File: config.mk
export PLATFORM = sky130hd
export DESIGN_NAME = noise_gen
export DESIGN_NICKNAME = d
export VERILOG_FILES = /design/src/rtl/noise_gen.sv
export SDC_FILE = /design/constraint.sdc
export NUM_CORES = 1
export LEC_CHECK = 0
export BUFFER_PORTS_ARGS = -buffer_cell sky130_fd_sc_hd__buf_2
export CORE_AREA = 5 5 96 98
export CTS_CLUSTER_DIAMETER = 80
export DETAILED_ROUTE_END_ITERATION = 7
export DIE_AREA = 0 0 101 103
export PLACE_DENSITY = 0.66
export SYNTH_ARGS = -nofsm -noshare
export SYNTH_HDL_FRONTEND = slang
export SYNTH_SLANG_ARGS = --single-unit
File: constraint.sdc
create_clock -name clk -period 4.9 [get_ports clk]
set_input_delay 0.245 -clock clk [delete_from_list [all_inputs] [get_ports clk]]
set_output_delay 0.245 -clock clk [all_outputs]
set_load 0.01 [all_outputs]
File: src/rtl/noise_gen.sv
// APU noise channel: LFSR voice with period table, envelope, length counter.
// Optional short-feedback mode is built only when NOISE_SHORT_MODE_EN is defined.
module noise_gen #(
  parameter int LFSR_W    = 15,
  parameter int LONG_TAP  = 1,
  parameter int SHORT_TAP = 6,
  parameter int OUT_W     = 16
) (
  input  logic             clk,
  input  logic             rst_n,
  input  logic             enable_240hz,
  input  logic             enable_120hz,
  input  logic [7:0]       reg_0,
  input  logic [7:0]       reg_2,
  input  logic [7:0]       reg_3,
  input  logic             reg_change,
  output logic [OUT_W-1:0] noise_out
);

  localparam int SHIFT = OUT_W - 5;

  logic              chg_q;
  logic              write_evt;
  logic [LFSR_W-1:0] lfsr;
  logic [10:0]       timer;
  logic [7:0]        length;
  logic [3:0]        decay;
  logic [3:0]        divider;
  logic              start;
  logic [10:0]       period;
  logic [7:0]        len_load;
  logic              fb;
  logic [3:0]        vol;
  logic [4:0]        sample;
  logic [OUT_W-1:0]  sample_ext;
  logic              unused_bits;

  assign write_evt = (reg_change != chg_q);

  always_comb begin
    period = 11'd2;
    case (reg_2[3:0])
      4'd0:  period = 11'd2;
      4'd1:  period = 11'd4;
      4'd2:  period = 11'd8;
      4'd3:  period = 11'd16;
      4'd4:  period = 11'd32;
      4'd5:  period = 11'd48;
      4'd6:  period = 11'd64;
      4'd7:  period = 11'd80;
      4'd8:  period = 11'd101;
      4'd9:  period = 11'd127;
      4'd10: period = 11'd190;
      4'd11: period = 11'd254;
      4'd12: period = 11'd381;
      4'd13: period = 11'd508;
      4'd14: period = 11'd1017;
      4'd15: period = 11'd2034;
      default: period = 11'd2;
    endcase
  end

  always_comb begin
    len_load = 8'd10;
    case (reg_3[7:3])
      5'd0:  len_load = 8'd10;   5'd1:  len_load = 8'd254;
      5'd2:  len_load = 8'd20;   5'd3:  len_load = 8'd2;
      5'd4:  len_load = 8'd40;   5'd5:  len_load = 8'd4;
      5'd6:  len_load = 8'd80;   5'd7:  len_load = 8'd6;
      5'd8:  len_load = 8'd160;  5'd9:  len_load = 8'd8;
      5'd10: len_load = 8'd60;   5'd11: len_load = 8'd10;
      5'd12: len_load = 8'd14;   5'd13: len_load = 8'd12;
      5'd14: len_load = 8'd26;   5'd15: len_load = 8'd14;
      5'd16: len_load = 8'd12;   5'd17: len_load = 8'd16;
      5'd18: len_load = 8'd24;   5'd19: len_load = 8'd18;
      5'd20: len_load = 8'd48;   5'd21: len_load = 8'd20;
      5'd22: len_load = 8'd96;   5'd23: len_load = 8'd22;
      5'd24: len_load = 8'd192;  5'd25: len_load = 8'd24;
      5'd26: len_load = 8'd72;   5'd27: len_load = 8'd26;
      5'd28: len_load = 8'd16;   5'd29: len_load = 8'd28;
      5'd30: len_load = 8'd32;   5'd31: len_load = 8'd30;
      default: len_load = 8'd10;
    endcase
  end

`ifdef NOISE_SHORT_MODE_EN
  assign fb = lfsr[0] ^ (reg_2[7] ? lfsr[SHORT_TAP] : lfsr[LONG_TAP]);
  assign unused_bits = ^{reg_0[7:6], reg_2[6:4], reg_3[2:0]};
`else
  assign fb = lfsr[0] ^ lfsr[LONG_TAP];
  assign unused_bits = ^{reg_0[7:6], reg_2[7:4], reg_3[2:0], lfsr[SHORT_TAP]};
`endif

  // Five-bit signed sample (+/-vol), sign-extended then scaled to OUT_W.
  assign vol        = reg_0[4] ? reg_0[3:0] : decay;
  assign sample     = lfsr[0] ? 5'(-{1'b0, vol}) : {1'b0, vol};
  assign sample_ext = OUT_W'($signed(sample));

  always_ff @(posedge clk) begin
    if (!rst_n) begin
      chg_q     <= reg_change;
      lfsr      <= LFSR_W'(1);
      timer     <= '0;
      length    <= '0;
      decay     <= '0;
      divider   <= '0;
      start     <= 1'b0;
      noise_out <= '0;
    end else begin
      chg_q <= reg_change;

      if (timer == '0) begin
        timer <= period - 11'd1;
        lfsr  <= (lfsr == '0) ? LFSR_W'(1) : {fb, lfsr[LFSR_W-1:1]};
      end else begin
        timer <= timer - 11'd1;
      end

      if (write_evt)
        length <= len_load;
      else if (enable_120hz && length != '0 && !reg_0[5])
        length <= length - 8'd1;

      if (enable_240hz) begin
        if (start) begin
          start   <= 1'b0;
          decay   <= 4'd15;
          divider <= reg_0[3:0];
        end else if (divider == '0) begin
          divider <= reg_0[3:0];
          if (decay != '0)  decay <= decay - 4'd1;
          else if (reg_0[5]) decay <= 4'd15;
        end else begin
          divider <= divider - 4'd1;
        end
      end
      // Placed after the tick handling so a coincident write re-arms the flag.
      if (write_evt) start <= 1'b1;

      noise_out <= (length == '0) ? '0 : (sample_ext << SHIFT);
    end
  end

endmodule

==> flow_summary.toml, run 1 <==
[status]
status = "complete, no violations"

[grt]
grt_util_all_layers_pct = 12.1
grt_max_degree = 36
grt.overflow.total = 0
antenna_found_initial = 0
grt_pass1_vias = 2406
grt_pass1_wl_um = 10500

[setup_path]
r2r_slack_ns = 1.91
cp-end-kind = "register"
cp_max_fo = 20
critPathLaunchType = "register"
r2r_cells = 10
arrival_ns = 3.17
setup.worst_path.class = "register to register"
crit_required_ns = 5.08

[routing]
detail_route.vias_per_cell = 5.26
vias = 2641
post_drt_wl_per_cell_um = 12.3
drc = 0
firstDrtPassIters = 4
drtIter0Drc = 105
ant_nets = 0
wl_um = 6190

[die]
coreArea_um2 = 8380
ioPinCount = 45
start_util_pct = 35.5
die_area_um2 = 10400
fp.dieW_um = 101
row_count = 34
die-height_um = 103

[cts]
clock-sinks = 49
cts_root_buf = "clkbuf_8"
htree_num_levels = 2
cts_buffer_depth = 2
postCtsHoldBufs = 0
clk_pin_slew_ns = 0.09
cts_resized = 0
cts_tree = "done"
numCtsBuffers = 5
cts_setup_buffers = 0
clock_latency_ns = 0.31

[synthesis]
synth_cell_types = 53
synth_area_um2 = 2980
syn_inst = 381
ys_ff_latch = 49
yosys_warnings = 0
synth-seq-area-share_pct = 32.9
async_flop_share_pct = 0
synth_edf_count = 0
synth_flop_cell = "dfxtp_1"
synth.area.top_cells = "dfxtp_1 (33%), a21oi_1 (7.7%), nand2_1 (6.1%)"
avgSynthCellArea_um2 = 7.82
synth.top_cell.area_share_pct = 32.9
synth_top_cell_by_area = "dfxtp_1"

[timing]
setup_viol = 0
rsz0062_at_grt = "no"
fin_tns_setup_ns = 0
finalCritPeriodShare_pct = 61.0
finalHoldViolations = 0
relSlewSlack_pct = 46.1
timing.fmax_ghz = 0.335
tightest_slew_ns = 0.807
period_minus_slack_ns = 2.99
skew_ns = 0.0102
report.final.slew_viol_count = 0

[layout]
finalNetCount = 436
final_cell_mix = "dfxtp_1 (49), nand2_1 (48), a21oi_1 (46)"
n_antenna_cell = 0
final_layout_size_suffix_gt1_share_pct = 10.9
fillerInstances = 864
area_delta_synth_final_pct = 8.03
final_common_cell = "dfxtp_1"
design_area_um2 = 3220

[hold_path]
hp-class = "primary input to register"
hold_depth = 1

[placement]
hpwl_um = 4450
numPortBuffers = 24
place_area_um2 = 3130
place_congestion = 0.842

[run]
max_cap_viol_count = 0

[power]
p_per_area_nw_per_um2 = 412
p_leak_uw = 0.00122
vdd_drop_max_mv = 0.149
-- worst paths after layout --
check / start / endpoint
max reg2reg: timer[6] / timer[10]
min reg2reg: lfsr[12] / lfsr[11]
min: reg_change / chg_q
max: timer[6] / timer[10]
-- layout make-up --
type	count	area [um2]	area share, %
Multi-Input combinational cell	293	1810	56.2
Tap cell	108	135	4.20
Clock buffer	5	68.8	2.14
Timing Repair Buffer	26	135	4.20
Inverter	18	67.6	2.10
Clock inverter	3	22.5	0.700
Sequential cell	49	981	30.5
-- per-layer routing --
metal  up-vias  wire length [um]  share of wire (%)  track usage, %
met5         -                 0                  0               0
met4         0                64                1.0            3.27
met3         5               299                4.8            2.50
met2        48              2890                 47            21.4
met1      1239              2930                 47            15.0
li1       1349                 -                  -               -
-- flip-flops by register name, indices dropped and copies added, names as in the netlist --
register / flops
timer: 11
noise_out: 5
lfsr: 15
decay: 4
length: 8
start: 1
chg_q: 1
divider: 4
-- Yosys cell counts (6+ instances only) --
library cell,count
a211oi_1,9
a21oi_1,46
a31oi_1,7
buf_4,11
clkbuf_1,18
dfxtp_1,49
ha_1,14
inv_1,17
mux2i_1,8
nand2_1,48
nand2b_1,7
nand3_1,9
nor2_1,33
nor3_1,6
nor3b_1,6
o21ai_0,17
xnor2_1,10
-- through the flow --
step	utilization (%)	power [uW]	std cells	setup WS (ns)	hold slack, ns
after detailed placement	37.3	1090	494	1.93	0.376
after floorplan	-	987	391	2.28	0.273
after CTS	38.4	1340	502	1.90	0.0520
after global routing	38.4	1440	502	1.59	0.0505
final	38.4	1330	502	1.91	0.0638
after global placement	37.3	1080	494	1.98	0.375
-- critical path, cell delays in order (launching register included) --
cell,delay (ns)
dfxtp_1,0.46
nor4_1,0.10
nand4_1,0.59
a21oi_1,0.10
nor2_1,0.13
ha_1,0.19
nor3b_1,0.34
nand2_1,0.16
a2111oi_2,0.51
nand3_1,0.12
nor3b_1,0.15
-- cells by family (layout without fill, tap and decap cells) --
group                      Yosys count  after routing  share of synthesized area (%)
AOI/OAI and AO/OA                  109            109                           24.0
xor gates and xnor gates            15             15                           4.41
adders and majority gates           14             14                           5.88
buffers and inverters               49             52                           7.65
DFF                                 49             49                           32.9
muxes                                9              9                           3.07
other                                1             11                          0.126
and+or+nand+nor                    135            135                           21.9
-- report_power, final --
group          internal (uW)  switching (uW)
sequential               474            68.5
clock                    100             140
combinational            218             324
No activity file was read; power rests on OpenSTA's default activity.
==> run 2, diff against run 1 <==
clock period = 2.8 ns   (was 4.9 ns; I/O delays follow)
==> flow_summary.toml, run 2 (same netlist as run 1, synthesis figures left out) <==
[routing]
drtIter0Drc = 96
vias = 2587
post_drt_wl_per_cell_um = 11.9
ant_nets = 0
firstDrtPassIters = 5
wl_um = 5990
drc = 0
detail_route.vias_per_cell = 5.12

[timing]
finalCritPeriodShare_pct = 88.7
setup_slack_ns = 0.317
period_minus_slack_ns = 2.48
rsz0062_at_grt = "no"
report.final.slew_viol_count = 0
relSlewSlack_pct = 51.2
skew_ns = 0.00683
setup_viol = 0
fin_tns_setup_ns = 0
tightest_slew_ns = 0.726
finalHoldViolations = 0
timing.fmax_ghz = 0.403

[die]
row_count = 34
fp.dieW_um = 101
start_util_pct = 35.5
ioPinCount = 45
coreArea_um2 = 8380
die-height_um = 103
die_area_um2 = 10400

[placement]
preCtsSetupSlack_ns = 0.195
dp.cells = 496
place_congestion = 0.837
numPortBuffers = 24
hpwl_um = 4330

[layout]
final_common_cell = "dfxtp_1"
largest_reg_flops = 15
seq_area_um2 = 981
largestRegisters = "lfsr x15, timer x11, length x8"
final_cell_mix = "dfxtp_1 (49), nand2_1 (48), a21oi_1 (46)"
n_antenna_cell = 0
area_delta_synth_final_pct = 8.66
top_register = "lfsr"
multi_input_area_um2 = 1810
final_layout_size_suffix_gt1_share_pct = 10.8
final_cells = 505
finalNetCount = 439
final_util_pct = 38.6
fillerInstances = 860

[cts]
clock_latency_ns = 0.29
numCtsBuffers = 5
cts_tree = "done"
cts_setup_buffers = 0
clock-sinks = 49
cts_root_buf = "clkbuf_8"
htree_num_levels = 2
clk_pin_slew_ns = 0.09
cts_buffer_depth = 2

[run]
max_cap_viol_count = 0

[power]
power_uw = 2330
p_per_area_nw_per_um2 = 719
vdd_drop_max_mv = 0.240
p_leak_uw = 0.00124

[setup_path]
cp_max_fo = 5
arrival_ns = 2.65
path_cells = "nor3_1 > and4_1 > a31oi_1 > ha_1 > nor3b_2 > nand2_1 > a2111oi_2 > nand3_1 > nor3b_1"
r2r_slack_ns = 0.32
r2r_start = "timer[3]"
r2r_cells = 9
crit-reg2reg-capture = "timer[10]"
critical-path-slowest-cell = "a2111oi_2"
cpPeakStageDelay_ns = 0.50
cp-end-kind = "register"
crit_required_ns = 2.97
setup.worst_path.class = "register to register"
cp-startpoint = "timer[3]"
critPathLaunchType = "register"

[hold_path]
hp-class = "primary input to register"
hold_depth = 2
holdPathEnd = "lfsr[0]"
min_from = "rst_n"

[status]
status = "complete, no violations"

[grt]
grt_pass1_vias = 2392
grt_max_degree = 36
antenna_found_initial = 0
grt.overflow.total = 0
grt_pass1_wl_um = 10400
grt_util_all_layers_pct = 11.8
[run 2: cell types whose count changed in the layout (fill, tap and decap cells not counted)]
cell	previous run	this run
clkinvlp_4	3	0
dlygate4sd3_1	0	1
nor3b_1	6	5
clkbuf_1	0	3
nor3b_2	0	1
buf_4	2	4
[run 2: how the worst max path moves through the flow]
stage | endpoint | cells after the start
after global placement | timer[10] | 9
after CTS | timer[10] | 9
after global routing | timer[10] | 9
final | timer[10] | 9
after floorplan | timer[10] | 12
after detailed placement | timer[10] | 9
[run 2: power by group]
part | internal [uW] | total, uW | switching [uW] | leakage [uW]
registers | 830 | 953 | 123 | 0.000402
clock network | 178 | 394 | 216 | 0.0000395
logic | 407 | 978 | 571 | 0.000798
[run 2: layout make-up]
| type | instances | area share [%] |
|---|---|---|
| multi-input combinational | 293 | 56.0 |
| sequential | 49 | 30.3 |
| timing repair buffer | 29 | 4.95 |
| tap | 108 | 4.18 |
| clock buffer | 8 | 2.47 |
| inverter | 18 | 2.09 |
[run 2: per-stage QoR]
| stage | hold WS, ns | instance area [um2] |
|---|---|---|
| 4_1_cts | 0.123 | 3230 |
| 3_3_place_gp | 0.269 | 3140 |
| 2_1_floorplan | 0.168 | 3020 |
| 6_report | 0.127 | 3240 |
| 5_1_grt | 0.134 | 3240 |
| 3_5_place_dp | 0.276 | 3140 |
[run 2: layer usage]
layer	global-route usage (%)	wire length (um)	vias up
li1	-	-	1352
met1	15.4	2970	1186
met2	20.2	2760	45
met3	2.03	224	4
met4	3.27	46	0
met5	0	0	-
[run 2: critical path: cells and delay by family (launching register included)]
family / cells / cell delay (ns)
AOI/OAI and AO/OA: 2 / 0.71
adders and majority gates: 1 / 0.22
DFF: 1 / 0.44
and+or+nand+nor: 6 / 1.00
[run 2: repair_timing]
action,4_1_cts,5_1_grt
hold buffers,1,0
endpoints found under the setup margin,0,1
gates resized for setup,0,1
endpoints found under the hold margin,1,0
==> run 3, diff against run 2 <==
HOLD_SLACK_MARGIN = 0.05   (was unset)
PLACE_DENSITY = 0.68   (was 0.66)
clock period = 2.1 ns   (was 2.8 ns; I/O delays follow)
==> flow_summary.toml, run 3 (same netlist as run 1, synthesis figures left out) <==
[setup_path]
r2r_slack_ns = 0.06
r2r_start = "timer[9]"
r2r_cells = 9
cp_max_fo = 4
crit-reg2reg-capture = "timer[10]"
setup.worst_path.class = "register to register"
critPathLaunchType = "register"
cp-end-kind = "register"
crit_required_ns = 2.27
arrival_ns = 2.21

[cts]
htree_num_levels = 2
cts_buffer_depth = 2
cts_root_buf = "clkbuf_8"
cts_tree = "done"
numCtsBuffers = 5
clk_pin_slew_ns = 0.09
clock_latency_ns = 0.30
clock-sinks = 49

[timing]
finalCritPeriodShare_pct = 97.0
finalHoldViolations = 0
relSlewSlack_pct = 54.8
report.final.slew_viol_count = 0
tightest_slew_ns = 0.674
skew_ns = 0.00603
period_minus_slack_ns = 2.04
rsz0062_at_grt = "yes"
timing.fmax_ghz = 0.491
setup_viol = 0
fin_tns_setup_ns = 0

[layout]
finalNetCount = 455
largest_reg_flops = 15
final_util_pct = 41.0
largestRegisters = "lfsr x15, timer x11, length x8"
design_area_um2 = 3440
fillerInstances = 818
n_antenna_cell = 0
final_layout_size_suffix_gt1_share_pct = 19.4
final_cells = 521
final_common_cell = "nand2_1"
area_delta_synth_final_pct = 15.5
final_cell_mix = "nand2_1 (47), a21oi_1 (45), dfxtp_1 (38)"
top_register = "lfsr"

[hold_path]
holdPathEnd = "lfsr[0]"
hold_depth = 2
hp-class = "primary input to register"
min_from = "rst_n"

[power]
power_uw = 3450
vdd_drop_max_mv = 0.391
p_per_area_nw_per_um2 = 1000
p_leak_uw = 0.00134

[routing]
firstDrtPassIters = 5
drc = 0
drtIter0Drc = 131
wl_um = 6460
ant_nets = 0
vias = 2675
detail_route.vias_per_cell = 5.13
post_drt_wl_per_cell_um = 12.4

[grt]
grt.overflow.total = 0
grt_util_all_layers_pct = 12.6
grt_max_degree = 36
grt_pass1_vias = 2430
grt_pass1_wl_um = 10900
antenna_found_initial = 0

[die]
coreArea_um2 = 8380
start_util_pct = 35.5
fp.dieW_um = 101
ioPinCount = 45
die-height_um = 103
row_count = 34
die_area_um2 = 10400

[placement]
place_area_um2 = 3260
hpwl_um = 4710
dp.cells = 506
numPortBuffers = 24
place_congestion = 0.824

[status]
status = "complete, no violations"

[run]
max_cap_viol_count = 0
==> run 3: cell types whose count changed in the layout (fill, tap and decap cells not counted), sizes merged <==
| cell | delta |
|---|---|
| clkbuf | -1 |
| clkinv | +1 |
| buf | +16 |
==> run 3: routing by layer <==
| layer | up-vias | wire length (um) | GRT usage, % | share of wire [%] |
|---|---|---|---|---|
| li1 | 1379 | - | - | - |
| met1 | 1227 | 3090 | 16.7 | 48 |
| met2 | 65 | 3010 | 20.6 | 47 |
| met3 | 4 | 315 | 3.04 | 4.9 |
| met4 | 0 | 44 | 3.07 | 0.68 |
| met5 | - | 0 | 0 | 0 |
==> run 3: report_power, final <==
| group | internal, uW | switching, uW |
|---|---|---|
| Sequential | 1130 | 135 |
| Combinational | 694 | 893 |
| Clock | 298 | 303 |
| Total | 2120 | 1330 |
==> run 3: worst max path at each step <==
stage	from	endpoint	depth (start not counted)	slack, ns
5_1_grt	timer[2]	timer[10]	9	-0.06
2_1_floorplan	timer[3]	timer[10]	10	0.01
3_5_place_dp	timer[5]	timer[10]	9	-0.005
3_3_place_gp	timer[5]	timer[10]	9	0.09
4_1_cts	timer[5]	timer[10]	9	0.003
6_report	timer[9]	timer[10]	9	0.06
==> run 3: final cells by class <==
cell class | instances | area, um2 | area share [%]
multi-input combinational | 293 | 1860 | 54.0
sequential | 49 | 997 | 29.0
timing repair buffer | 45 | 280 | 8.15
tap | 108 | 135 | 3.93
clock buffer | 7 | 96.3 | 2.80
inverter | 18 | 67.6 | 1.97
clock inverter | 1 | 5.00 | 0.146
==> run 3: worst max-delay path: stages (launching register included) <==
cell       delay [ns]
dfxtp_4          0.38
nor4_2           0.05
and4_1           0.20
a31oi_2          0.19
ha_2             0.20
nor3b_4          0.23
nand2_2          0.10
a2111oi_4        0.30
nand3_1          0.11
nor3b_1          0.16
==> run 3: what timing repair did <==
action / in CTS / in global routing
gates resized for setup: 3 / 7
pin swaps: 5 / 7
endpoints found under the hold margin: 1 / 0
setup buffers: 1 / 5
hold buffers: 1 / 0
setup endpoints to repair: 1 / 3
==> run 3: metrics by stage <==
stage	worst slack [ns]	hold WS (ns)
floorplan	0.00990	0.133
global route	-0.0636	0.0824
detailed placement	-0.00491	0.239
global placement	0.0874	0.235
CTS	0.00303	0.0771
finish	0.0636	0.0889
